`src/rtl/bp_update_scheduler_if.sv`:
```
// Pipeline-facing bundle of the predictor update scheduler: the ID-stage
// tag/target request, the EX-stage BHT request, the registered table write
// port and the sweep-in-progress stall.
interface bp_update_scheduler_if #(
   parameter int IDX_BITS = 8,
   parameter int WORD     = 16
);
   logic                     id_valid;
   logic                     id_ready;
   logic [WORD-1:0]          id_pc;
   logic [WORD-1:0]          id_target;
   logic                     ex_valid;
   logic                     ex_ready;
   logic [WORD-1:0]          ex_pc;
   logic                     ex_correct;
   logic                     wr_valid;
   logic [1:0]               wr_kind;
   logic [IDX_BITS-1:0]      wr_idx;
   logic [WORD-IDX_BITS-1:0] wr_tag;
   logic [WORD-1:0]          wr_target;
   logic [1:0]               wr_bht;
   logic                     wr_correct;
   logic                     busy;

   // Pipeline side: issues requests, observes the table write port.
   modport master (
      output id_valid, id_pc, id_target, ex_valid, ex_pc, ex_correct,
      input  id_ready, ex_ready, wr_valid, wr_kind, wr_idx, wr_tag,
             wr_target, wr_bht, wr_correct, busy
   );

   // Scheduler side.
   modport slave (
      input  id_valid, id_pc, id_target, ex_valid, ex_pc, ex_correct,
      output id_ready, ex_ready, wr_valid, wr_kind, wr_idx, wr_tag,
             wr_target, wr_bht, wr_correct, busy
   );
endinterface

```
`src/rtl/bp_update_scheduler.sv`:
```
// Branch predictor update scheduler. Funnels every BTB/tag and BHT write
// through one registered write port: a clear sweep after reset or flush, then
// round-robin draining of the ID (tag/target) and EX (BHT outcome) FIFOs.
module bp_update_scheduler #(
   parameter int          IDX_BITS   = 8,
   parameter int          WORD       = 16,
   parameter int          FIFO_DEPTH = 4,
   parameter int unsigned CLEAR_TAG  = 1,
   parameter logic [1:0]  CLEAR_BHT  = 2'd3
) (
   input logic                   clk,
   input logic                   reset_n,
   input logic                   flush_req,
   bp_update_scheduler_if.slave  bus
);
   localparam int TAG_W = WORD - IDX_BITS;
   localparam int PTR_W = $clog2(FIFO_DEPTH);
   localparam int CNT_W = PTR_W + 1;
   localparam logic [IDX_BITS-1:0] CNT_MAX      = '1;
   localparam logic [TAG_W-1:0]    CLR_TAG_VAL  = TAG_W'(CLEAR_TAG);
   localparam logic [CNT_W-1:0]    FIFO_FULL    = CNT_W'(FIFO_DEPTH);
   localparam logic [1:0]          KIND_CLEAR   = 2'd0;
   localparam logic [1:0]          KIND_TAG     = 2'd1;
   localparam logic [1:0]          KIND_BHT     = 2'd2;

   typedef enum logic {ST_CLEAR = 1'b0, ST_RUN = 1'b1} state_t;
   typedef enum logic {RR_TAG = 1'b0, RR_EX = 1'b1} rr_t;

   state_t              r_state, w_state_nxt;
   logic [IDX_BITS-1:0] r_cnt, w_cnt_nxt;
   rr_t                 r_rr;

   // Request FIFOs: storage plus binary pointers and an occupancy count.
   logic [WORD-1:0]  r_tag_pc  [FIFO_DEPTH];
   logic [WORD-1:0]  r_tag_tgt [FIFO_DEPTH];
   logic [WORD-1:0]  r_bht_pc  [FIFO_DEPTH];
   logic             r_bht_cor [FIFO_DEPTH];
   logic [PTR_W-1:0] r_tag_wr, r_tag_rd, r_bht_wr, r_bht_rd;
   logic [CNT_W-1:0] r_tag_cnt, r_bht_cnt;

   logic                r_wr_valid;
   logic [1:0]          r_wr_kind;
   logic [IDX_BITS-1:0] r_wr_idx;
   logic [TAG_W-1:0]    r_wr_tag;
   logic [WORD-1:0]     r_wr_target;
   logic [1:0]          r_wr_bht;
   logic                r_wr_correct;

   logic w_run, w_tag_empty, w_bht_empty;
   logic w_tag_push, w_bht_push, w_pop_tag, w_pop_bht;

   assign w_run       = (r_state == ST_RUN);
   assign w_tag_empty = (r_tag_cnt == '0);
   assign w_bht_empty = (r_bht_cnt == '0);

   // Fullness is the pre-pop count, so a full FIFO never accepts.
   assign bus.id_ready = w_run && (r_tag_cnt != FIFO_FULL);
   assign bus.ex_ready = w_run && (r_bht_cnt != FIFO_FULL);
   assign bus.busy     = (r_state == ST_CLEAR);

   assign w_tag_push = bus.id_valid && bus.id_ready && !flush_req;
   assign w_bht_push = bus.ex_valid && bus.ex_ready && !flush_req;
   assign w_pop_tag  = w_run && !flush_req && !w_tag_empty && (w_bht_empty || r_rr == RR_TAG);
   assign w_pop_bht  = w_run && !flush_req && !w_bht_empty && (w_tag_empty || r_rr == RR_EX);

   // State register for the sweep/run controller.
   always_ff @(posedge clk) begin
      // NOTE: sequential state is assigned with <= so every register samples pre-edge values.
      if (!reset_n) begin
         r_state <= ST_CLEAR;
         r_cnt   <= '0;
      end else begin
         r_state <= w_state_nxt;
         r_cnt   <= w_cnt_nxt;
      end
   end

   // Next state: flush restarts the sweep; the sweep ends after the last index.
   always_comb begin
      // NOTE: defaults first so every path assigns and no latch is inferred.
      w_state_nxt = r_state;
      w_cnt_nxt   = r_cnt;
      if (flush_req) begin
         w_state_nxt = ST_CLEAR;
         w_cnt_nxt   = '0;
      end else if (r_state == ST_CLEAR) begin
         if (r_cnt == CNT_MAX) begin
            w_state_nxt = ST_RUN;
            w_cnt_nxt   = '0;
         end else begin
            w_cnt_nxt = r_cnt + 1'b1;
         end
      end
   end

   // Tag FIFO pointers and occupancy; flush drops all queued entries.
   always_ff @(posedge clk) begin
      if (!reset_n || flush_req) begin
         r_tag_wr  <= '0;
         r_tag_rd  <= '0;
         r_tag_cnt <= '0;
      end else begin
         if (w_tag_push) r_tag_wr <= r_tag_wr + 1'b1;
         if (w_pop_tag)  r_tag_rd <= r_tag_rd + 1'b1;
         r_tag_cnt <= r_tag_cnt + CNT_W'(w_tag_push) - CNT_W'(w_pop_tag);
      end
   end

   // BHT FIFO pointers and occupancy.
   always_ff @(posedge clk) begin
      if (!reset_n || flush_req) begin
         r_bht_wr  <= '0;
         r_bht_rd  <= '0;
         r_bht_cnt <= '0;
      end else begin
         if (w_bht_push) r_bht_wr <= r_bht_wr + 1'b1;
         if (w_pop_bht)  r_bht_rd <= r_bht_rd + 1'b1;
         r_bht_cnt <= r_bht_cnt + CNT_W'(w_bht_push) - CNT_W'(w_pop_bht);
      end
   end

   // FIFO payload storage, written on accept.
   always_ff @(posedge clk) begin
      // NOTE: payload arrays carry no reset; the counts alone decide what is valid.
      if (w_tag_push) begin
         r_tag_pc[r_tag_wr]  <= bus.id_pc;
         r_tag_tgt[r_tag_wr] <= bus.id_target;
      end
      if (w_bht_push) begin
         r_bht_pc[r_bht_wr]  <= bus.ex_pc;
         r_bht_cor[r_bht_wr] <= bus.ex_correct;
      end
   end

   // Round-robin pointer: after any pop the other side gets priority.
   always_ff @(posedge clk) begin
      if (!reset_n)       r_rr <= RR_EX;
      else if (w_pop_tag) r_rr <= RR_EX;
      else if (w_pop_bht) r_rr <= RR_TAG;
   end

   // Registered table write port: clear sweep, tag pop, BHT pop or idle.
   always_ff @(posedge clk) begin
      if (!reset_n) begin
         r_wr_valid   <= 1'b0;
         r_wr_kind    <= '0;
         r_wr_idx     <= '0;
         r_wr_tag     <= '0;
         r_wr_target  <= '0;
         r_wr_bht     <= '0;
         r_wr_correct <= 1'b0;
      end else if (flush_req) begin
         r_wr_valid <= 1'b0;
      end else if (r_state == ST_CLEAR) begin
         r_wr_valid   <= 1'b1;
         r_wr_kind    <= KIND_CLEAR;
         r_wr_idx     <= r_cnt;
         r_wr_tag     <= CLR_TAG_VAL;
         r_wr_target  <= '0;
         r_wr_bht     <= CLEAR_BHT;
         r_wr_correct <= 1'b0;
      end else if (w_pop_tag) begin
         r_wr_valid  <= 1'b1;
         r_wr_kind   <= KIND_TAG;
         r_wr_idx    <= r_tag_pc[r_tag_rd][IDX_BITS-1:0];
         r_wr_tag    <= r_tag_pc[r_tag_rd][WORD-1:IDX_BITS];
         r_wr_target <= r_tag_tgt[r_tag_rd];
      end else if (w_pop_bht) begin
         r_wr_valid   <= 1'b1;
         r_wr_kind    <= KIND_BHT;
         r_wr_idx     <= r_bht_pc[r_bht_rd][IDX_BITS-1:0];
         r_wr_correct <= r_bht_cor[r_bht_rd];
      end else begin
         r_wr_valid <= 1'b0;
      end
   end

   assign bus.wr_valid   = r_wr_valid;
   assign bus.wr_kind    = r_wr_kind;
   assign bus.wr_idx     = r_wr_idx;
   assign bus.wr_tag     = r_wr_tag;
   assign bus.wr_target  = r_wr_target;
   assign bus.wr_bht     = r_wr_bht;
   assign bus.wr_correct = r_wr_correct;
endmodule

```
`src/flat_wrapper.sv`:
```
// flat-port wrapper written by rule: the top's interface ports become plain ports
module bp_update_scheduler_flat 
#(
   parameter int          IDX_BITS   = 8,
   parameter int          WORD       = 16,
   parameter int          FIFO_DEPTH = 4,
   parameter int unsigned CLEAR_TAG  = 1,
   parameter logic [1:0]  CLEAR_BHT  = 2'd3
)
  (clk, reset_n, flush_req, bus_id_valid, bus_id_pc, bus_id_target, bus_ex_valid, bus_ex_pc, bus_ex_correct, bus_id_ready, bus_ex_ready, bus_wr_valid, bus_wr_kind, bus_wr_idx, bus_wr_tag, bus_wr_target, bus_wr_bht, bus_wr_correct, bus_busy);
  bp_update_scheduler_if #(.IDX_BITS(IDX_BITS), .WORD(WORD)) bus_i ();
  input logic clk;
  input logic reset_n;
  input logic flush_req;
  input wire logic [$bits(bus_i.id_valid)-1:0] bus_id_valid;
  input wire logic [$bits(bus_i.id_pc)-1:0] bus_id_pc;
  input wire logic [$bits(bus_i.id_target)-1:0] bus_id_target;
  input wire logic [$bits(bus_i.ex_valid)-1:0] bus_ex_valid;
  input wire logic [$bits(bus_i.ex_pc)-1:0] bus_ex_pc;
  input wire logic [$bits(bus_i.ex_correct)-1:0] bus_ex_correct;
  output wire logic [$bits(bus_i.id_ready)-1:0] bus_id_ready;
  output wire logic [$bits(bus_i.ex_ready)-1:0] bus_ex_ready;
  output wire logic [$bits(bus_i.wr_valid)-1:0] bus_wr_valid;
  output wire logic [$bits(bus_i.wr_kind)-1:0] bus_wr_kind;
  output wire logic [$bits(bus_i.wr_idx)-1:0] bus_wr_idx;
  output wire logic [$bits(bus_i.wr_tag)-1:0] bus_wr_tag;
  output wire logic [$bits(bus_i.wr_target)-1:0] bus_wr_target;
  output wire logic [$bits(bus_i.wr_bht)-1:0] bus_wr_bht;
  output wire logic [$bits(bus_i.wr_correct)-1:0] bus_wr_correct;
  output wire logic [$bits(bus_i.busy)-1:0] bus_busy;
  assign bus_i.id_valid = bus_id_valid;
  assign bus_i.id_pc = bus_id_pc;
  assign bus_i.id_target = bus_id_target;
  assign bus_i.ex_valid = bus_ex_valid;
  assign bus_i.ex_pc = bus_ex_pc;
  assign bus_i.ex_correct = bus_ex_correct;
  assign bus_id_ready = bus_i.id_ready;
  assign bus_ex_ready = bus_i.ex_ready;
  assign bus_wr_valid = bus_i.wr_valid;
  assign bus_wr_kind = bus_i.wr_kind;
  assign bus_wr_idx = bus_i.wr_idx;
  assign bus_wr_tag = bus_i.wr_tag;
  assign bus_wr_target = bus_i.wr_target;
  assign bus_wr_bht = bus_i.wr_bht;
  assign bus_wr_correct = bus_i.wr_correct;
  assign bus_busy = bus_i.busy;
  bp_update_scheduler #(.IDX_BITS(IDX_BITS), .WORD(WORD), .FIFO_DEPTH(FIFO_DEPTH), .CLEAR_TAG(CLEAR_TAG), .CLEAR_BHT(CLEAR_BHT)) u_core (.clk(clk), .reset_n(reset_n), .flush_req(flush_req), .bus(bus_i));
endmodule
```
`config.mk`:
```
export PLATFORM = sky130hd
export DESIGN_NAME = bp_update_scheduler_flat
export DESIGN_NICKNAME = d
export VERILOG_FILES = /design/src/rtl/bp_update_scheduler_if.sv /design/src/rtl/bp_update_scheduler.sv /design/src/flat_wrapper.sv
export SDC_FILE = /design/constraint.sdc
export NUM_CORES = 1
export LEC_CHECK = 0
export BUFFER_PORTS_ARGS = -buffer_cell sky130_fd_sc_hd__buf_4
export CAP_MARGIN = 20
export CORE_MARGIN = 2
export CORE_UTILIZATION = 45
export DETAILED_ROUTE_END_ITERATION = 10
export PLACE_DENSITY = 0.66
export SLEW_MARGIN = 20
export SYNTH_ARGS = -nofsm -noshare
export SYNTH_HDL_FRONTEND = slang
export SYNTH_SLANG_ARGS = --single-unit
```
`constraint.sdc`:
```
create_clock -name clk -period 2.4 [get_ports clk]
set_input_delay 0.12 -clock clk [delete_from_list [all_inputs] [get_ports clk]]
set_output_delay 0.12 -clock clk [all_outputs]
set_load 0.1 [all_outputs]
```
# After elaboration in Yosys (flattened, before gate mapping)
# Memory sizes are Yosys's and may differ from the RTL's. A register that Yosys moved wholly into a read port is not among the register bits.
# Index checks and enable logic that the tools add are counted.
dict set report word_totals {
  ff_bits 61
  mem_bits_rw 196
  mem_count 4
}
# memory depth word_bits read_ports rd_ports_with_merged_regs write_ports line_no
set memory_table {}
lappend memory_table {u_core.r_bht_pc 4 16 1 1 1 bp_update_scheduler.sv:36} ;# logic [WORD-1:0] r_bht_pc [FIFO_DEPTH];
lappend memory_table {u_core.r_tag_pc 4 16 1 1 1 bp_update_scheduler.sv:34} ;# logic [WORD-1:0] r_tag_pc [FIFO_DEPTH];
lappend memory_table {u_core.r_tag_tgt 4 16 1 1 1 bp_update_scheduler.sv:35} ;# logic [WORD-1:0] r_tag_tgt [FIFO_DEPTH];
lappend memory_table {u_core.r_bht_cor 4 1 1 1 1 bp_update_scheduler.sv:37} ;# logic r_bht_cor [FIFO_DEPTH];
dict set report op_classes {
  addsub 9
  eq_ne 7
  mux 31
  bitwise_logic 4
  reduce_logical 26
}
# op count
set ops {}
lappend ops {{8-bit two-way mux} 6}
lappend ops {{16-bit two-way mux} 2}
lappend ops {{2-bit two-way mux} 11}
lappend ops {{1-bit two-way mux} 12}
lappend ops {{1-bit logical AND} 11}
lappend ops {{3-bit inequality test (second input constant)} 3}
lappend ops {{2-bit by 1-bit adder with 2-bit output (second input constant)} 4}
lappend ops {{8-bit by 1-bit adder with 8-bit output (second input constant)} 1}
lappend ops {{8-bit equality test (second input constant)} 1}
lappend ops {{3-bit by 1-bit adder with 3-bit output} 2}
lappend ops {{3-bit logical NOT} 2}
lappend ops {{2-bit inequality test (second input constant)} 3}
lappend ops {{2-bit AND reduction} 3}
lappend ops {{3-bit by 1-bit subtractor with 3-bit output} 2}
lappend ops {{1-bit logical NOT} 4}
lappend ops {{1-bit NOT} 4}
lappend ops {{2-bit OR reduction} 2}
lappend ops {{1-bit logical OR} 3}
lappend ops {{3-bit AND reduction} 1}

# Depth between registers and ports, before layout
dict set report logic_depth {
  ltp_word 7
  ltp_mapped 13
}

# Least setup slack after synthesis
# No wires, ideal clock.
dict set report synth_timing {
  path_type {reg-to-output}
  start {reg u_core.r_state}
  end {out bus_ex_ready}
  t_arrival_ns 2.939
  setup_slack_ns -0.659
  path_stages_with_launch 5
  path_cell_list {dfxtp_1 > buf_2 > inv_1 > clkbuf_1 > a31oi_1}
}
dict set report synth_via {
  elab_chain_cells 1
}
# item line_no
set synth_rtl {}
lappend synth_rtl {{start, declared} bp_update_scheduler.sv:29} ;# state_t r_state, w_state_nxt;
lappend synth_rtl {{start signal, assigned} bp_update_scheduler.sv:73} ;# r_state <= w_state_nxt;
lappend synth_rtl {{1-bit logical AND} bp_update_scheduler.sv:58} ;# assign bus.ex_ready = w_run && (r_bht_cnt != FIFO_FULL);
lappend synth_rtl {{end, declared} flat_wrapper.sv:22} ;# output wire logic [$bits(bus_i.ex_ready)-1:0] bus_ex_ready;
# Every way passes these cells.

# Final worst setup path
dict set report layout_timing {
  start {reg u_core.r_bht_cnt[0]}
  end {reg u_core.r_bht_cnt[2]}
}
dict set report layout_via {
  elab_cells_between_ends 10
  classes_between {add/sub: 2; eq/ne: 1; reduce/logical: 7}
}
# item line_no
set layout_lines {}
lappend layout_lines {{start, declared} bp_update_scheduler.sv:39} ;# logic [CNT_W-1:0] r_tag_cnt, r_bht_cnt;
lappend layout_lines {{start signal, assigned} bp_update_scheduler.sv:118} ;# r_bht_cnt <= r_bht_cnt + CNT_W'(w_bht_push) - CNT_W'(w_pop_bht);
lappend layout_lines {{3-bit logical NOT} bp_update_scheduler.sv:54} ;# assign w_bht_empty = (r_bht_cnt == '0);
lappend layout_lines {{1-bit logical NOT} bp_update_scheduler.sv:64} ;# assign w_pop_bht = w_run && !flush_req && !w_bht_empty && (w_tag_empty || r_rr == RR_EX);
lappend layout_lines {{1-bit logical AND (2 in a row)} bp_update_scheduler.sv:64}
lappend layout_lines {{net u_core.w_pop_bht} bp_update_scheduler.sv:50} ;# logic w_tag_push, w_bht_push, w_pop_tag, w_pop_bht;
lappend layout_lines {{3-bit by 1-bit subtractor with 3-bit output} bp_update_scheduler.sv:118}
# The timed path passes the listed nets, and every way through them passes these cells.
# A chain may end at the register's enable or synchronous reset.

==> metrics.md <==
| Metric | Value |
|---|---|
| Status | `finished clean` |
| Gate Count Post-Synth | `513` |
| Total track usage | `17.8%` |
| Sequential cell area fraction in the yosys report | `70.6%` |
| Synth Area per Inst | `17.2 um^2` |
| Via/cell ratio | `5.30` |
| First-pass GRT wire length | `28000 um` |
| Max cap viols | `0` |
| Most common cell in the netlist | `edfxtp_1` |
| DR iter-0 viols | `268` |
| Post-DP Area | `0.00989 mm^2` |
| Unrepaired setup endpoints after global routing | `true` |
| Startpoint types | `flip-flop` |
| Routability cong. | `0.803` |
| P_leak | `3.77 nW` |
| DR DRC count | `0` |
| Core box area | `0.0193 mm^2` |
| Num rows | `51` |
| Critical path data required time | `2.77 ns` |
| Area growth, synth to finish | `25.6%` |
| Clock-pin slew on the worst setup and hold paths | `0.07 ns` |
| Final Hold Vio Count | `0` |
| Worst skew pair latency | `0.52 ns` |
| Crit-path slowest cell | `or3_4` |
| Slew Limit Fails | `0` |
| Cell type with the largest total area after synthesis | `edfxtp_1` |
| Critical-path cell list | `or3_4 > o211ai_1 > inv_1 > ha_1 > inv_1 > ha_1 > fa_1 > xnor2_1 > xnor2_1 > nor2_1` |
| WL/cell | `19.3 um` |
| Final setup viols | `0` |
| CTS max path bufs | `3` |
| Seq cells post-synth | `229` |
| Multi-input gate area in the final layout | `0.00242 mm^2` |
| Remaining Overflow, GRT | `0` |
| Share of the synthesized area in the top cell type | `55.9%` |
| Initial Util | `45.6%` |
| Crit path max fanout | `4` |
| Num Clock Sinks | `229` |
| Async SR Flop Fraction | `0%` |
| Final #Nets | `732` |
| Top FF cell, synth | `edfxtp_1` |
| CTS H-tree depth | `1` |
| Slew of the pin with the lowest slew margin | `0.678 ns` |
| Setup total negative slack | `0 ns` |
| Yosys warnings | `0` |
| Pwr/cell area | `721 mW/mm^2` |
| Place WS | `0.0567 ns` |
| Final period util | `97.1%` |
| EDFF count, synth | `164` |
| Most instantiated cells after synthesis | `164 x edfxtp_1, 65 x dfxtp_1, 41 x mux4_2` |
| Post-Syn Nets | `581` |
| Synth area leaders | `edfxtp_1 56%, dfxtp_1 15%, mux4_2 10%` |
| Vias in the first global route | `5158` |
| Post-CTS setup repair buffer count | `0` |
| Peak Freq | `429 MHz` |
| Clock period minus final worst setup slack | `2.33 ns` |
| Die ar. | `0.0207 mm^2` |
| # diodes | `0` |
| IO Pins | `95` |
| Vias | `5010` |
| Largest net degree at the start of global routing | `39` |
| Worst IR Drop VDD | `0.000534 V` |
| Initial DRT Pass Iterations | `4` |
| Max incr delay on CP | `0.41 ns` |
| Cell family with most CP delay | `adder cells` |
| Clk Tree Root Cell | `clkbuf_16` |
| Worst EP arrival | `2.70 ns` |
| Fin area | `0.0111 mm^2` |
| Rel. slew slack | `54.8%` |
| Synth cell types | `45` |
| Reg area | `0.00623 mm^2` |
| Die H | `144 um` |
| CP Capture Type | `flip-flop` |
| Initial antenna violation count | `0` |
| Crit path kind | `flip-flop to flip-flop` |
| Die span in x | `144 um` |
| CTS tree | `yes` |
| Input/output buffers | `86` |
| Synthesized area | `0.00881 mm^2` |
| Routed Antenna Nets | `0` |
| Final HPWL DP | `11600 um` |
| CTS Buf Count | `23` |
| CP bufs+invs | `2` |
| Worst Setup Slack, final | `0.0708 ns` |
| Worst Hold Class | `input port to flip-flop` |
| Clk_skew | `0.0150 ns` |
| Final wirelength | `18200 um` |
| # fillers | `1512` |
| Layout cells sized above 1 | `30.8%` |
==> logic make-up (layout without fill, tap and decap cells) <==
logic type      Yosys count  in the layout  synth area share, %
flops                   229            229                 70.6
xor+xnor                 17             17                 1.69
mux                      45             45                 10.9
buf+inv                  44            212                 2.36
simple gates             94             94                 5.73
fa+ha+maj                14             14                 2.16
compound gates           70             70                 6.50
==> area by class of cell <==
class                   count  area share [%]
flip-flops and latches    229            56.3
clock buffers              31            5.74
inverters                  14           0.475
multi-input cells         240            21.9
well taps                 265            3.00
repair buffers            156            11.8
clock inverters            11           0.837
==> worst paths after layout <==
kind / start / to / slack, ns / depth (start not counted)
setup / recovery: u_core.r_bht_cnt[0] / u_core.r_bht_cnt[2] / 0.07 / 10
hold / removal: flush_req / u_core.r_bht_cnt[0] / 0.09 / 3
setup reg to reg: u_core.r_bht_cnt[0] / u_core.r_bht_cnt[2] / 0.07 / 10
hold reg to reg: u_core.bus.wr_kind[1] / u_core.bus.wr_kind[1] / 0.47 / 2
==> where the power goes <==
part	switching (W)	total [W]	internal, W
registers	0.00000851	0.00425	0.00424
logic	0.000178	0.000303	0.000125
clock network	0.00146	0.00343	0.00198
total	0.00164	0.00798	0.00634
==> flip-flops by register name (all words and copies together) (netlist names), 3 cells and up, named ones only <==
register and cells:
u_core.r_tag_pc 64, u_core.r_bht_cor 4, u_core.r_tag_cnt 3, u_core.r_cnt 8
u_core.r_bht_cnt 3, u_core.bus.wr_idx 8, u_core.r_tag_tgt 64, u_core.bus.wr_target 16
u_core.r_bht_pc 32, u_core.bus.wr_tag 8
==> what timing repair did <==
item,in CTS,in global routing
endpoints found under the setup margin,0,2
resized for setup,0,5
hold buffers,42,0
hold endpoints to repair,166,0
==> per-layer routing <==
metal	part of all wire, %	GRT usage [%]	up-vias
met2	51	31.5	115
met4	2.9	6.45	0
met3	4.1	2.37	34
li1	-	-	2291
met1	42	22.4	2570
met5	0	0	-
==> stage by stage <==
stage	hold slack, ns	power, W	utilization, %	std cells
after global routing	0.103	0.00824	57.2	946
after global placement	0.318	0.00457	51.2	862
after floorplan	0.219	0.00446	-	513
after detailed placement	0.324	0.00458	51.2	862
final	0.0898	0.00798	57.2	946
after CTS	0.0647	0.00806	57.1	946
==> layout by cell type (no fill, tap or decap), types with 5 or more instances in the layout <==
master,netlist,routed
dfxtp_1,65,62
clkbuf_1,13,5
o21ai_0,8,8
edfxtp_1,164,164
a221oi_2,5,5
nand2_1,6,6
a21oi_1,8,7
nor2_1,27,27
buf_4,1,112
dlygate4sd3_1,0,42
xnor2_1,11,10
a22oi_1,23,23
ha_1,12,12
o311a_1,9,9
inv_1,14,14
clkbuf_16,0,23
and2_1,12,8
xor2_1,6,6
nor2b_1,29,28
mux4_2,41,41
==> worst reg2reg max path, delay by kind of cell (launching register included) <==
kind,cells,cell delay (ns)
xor gates and xnor gates,2,0.30
buffers and inverters,2,0.11
AOI/OAI and AO/OA,1,0.13
DFF,1,0.33
adders and majority gates,3,0.84
and+or+nand+nor,2,0.47
Note: power is estimated with default switching activity, not from simulation.
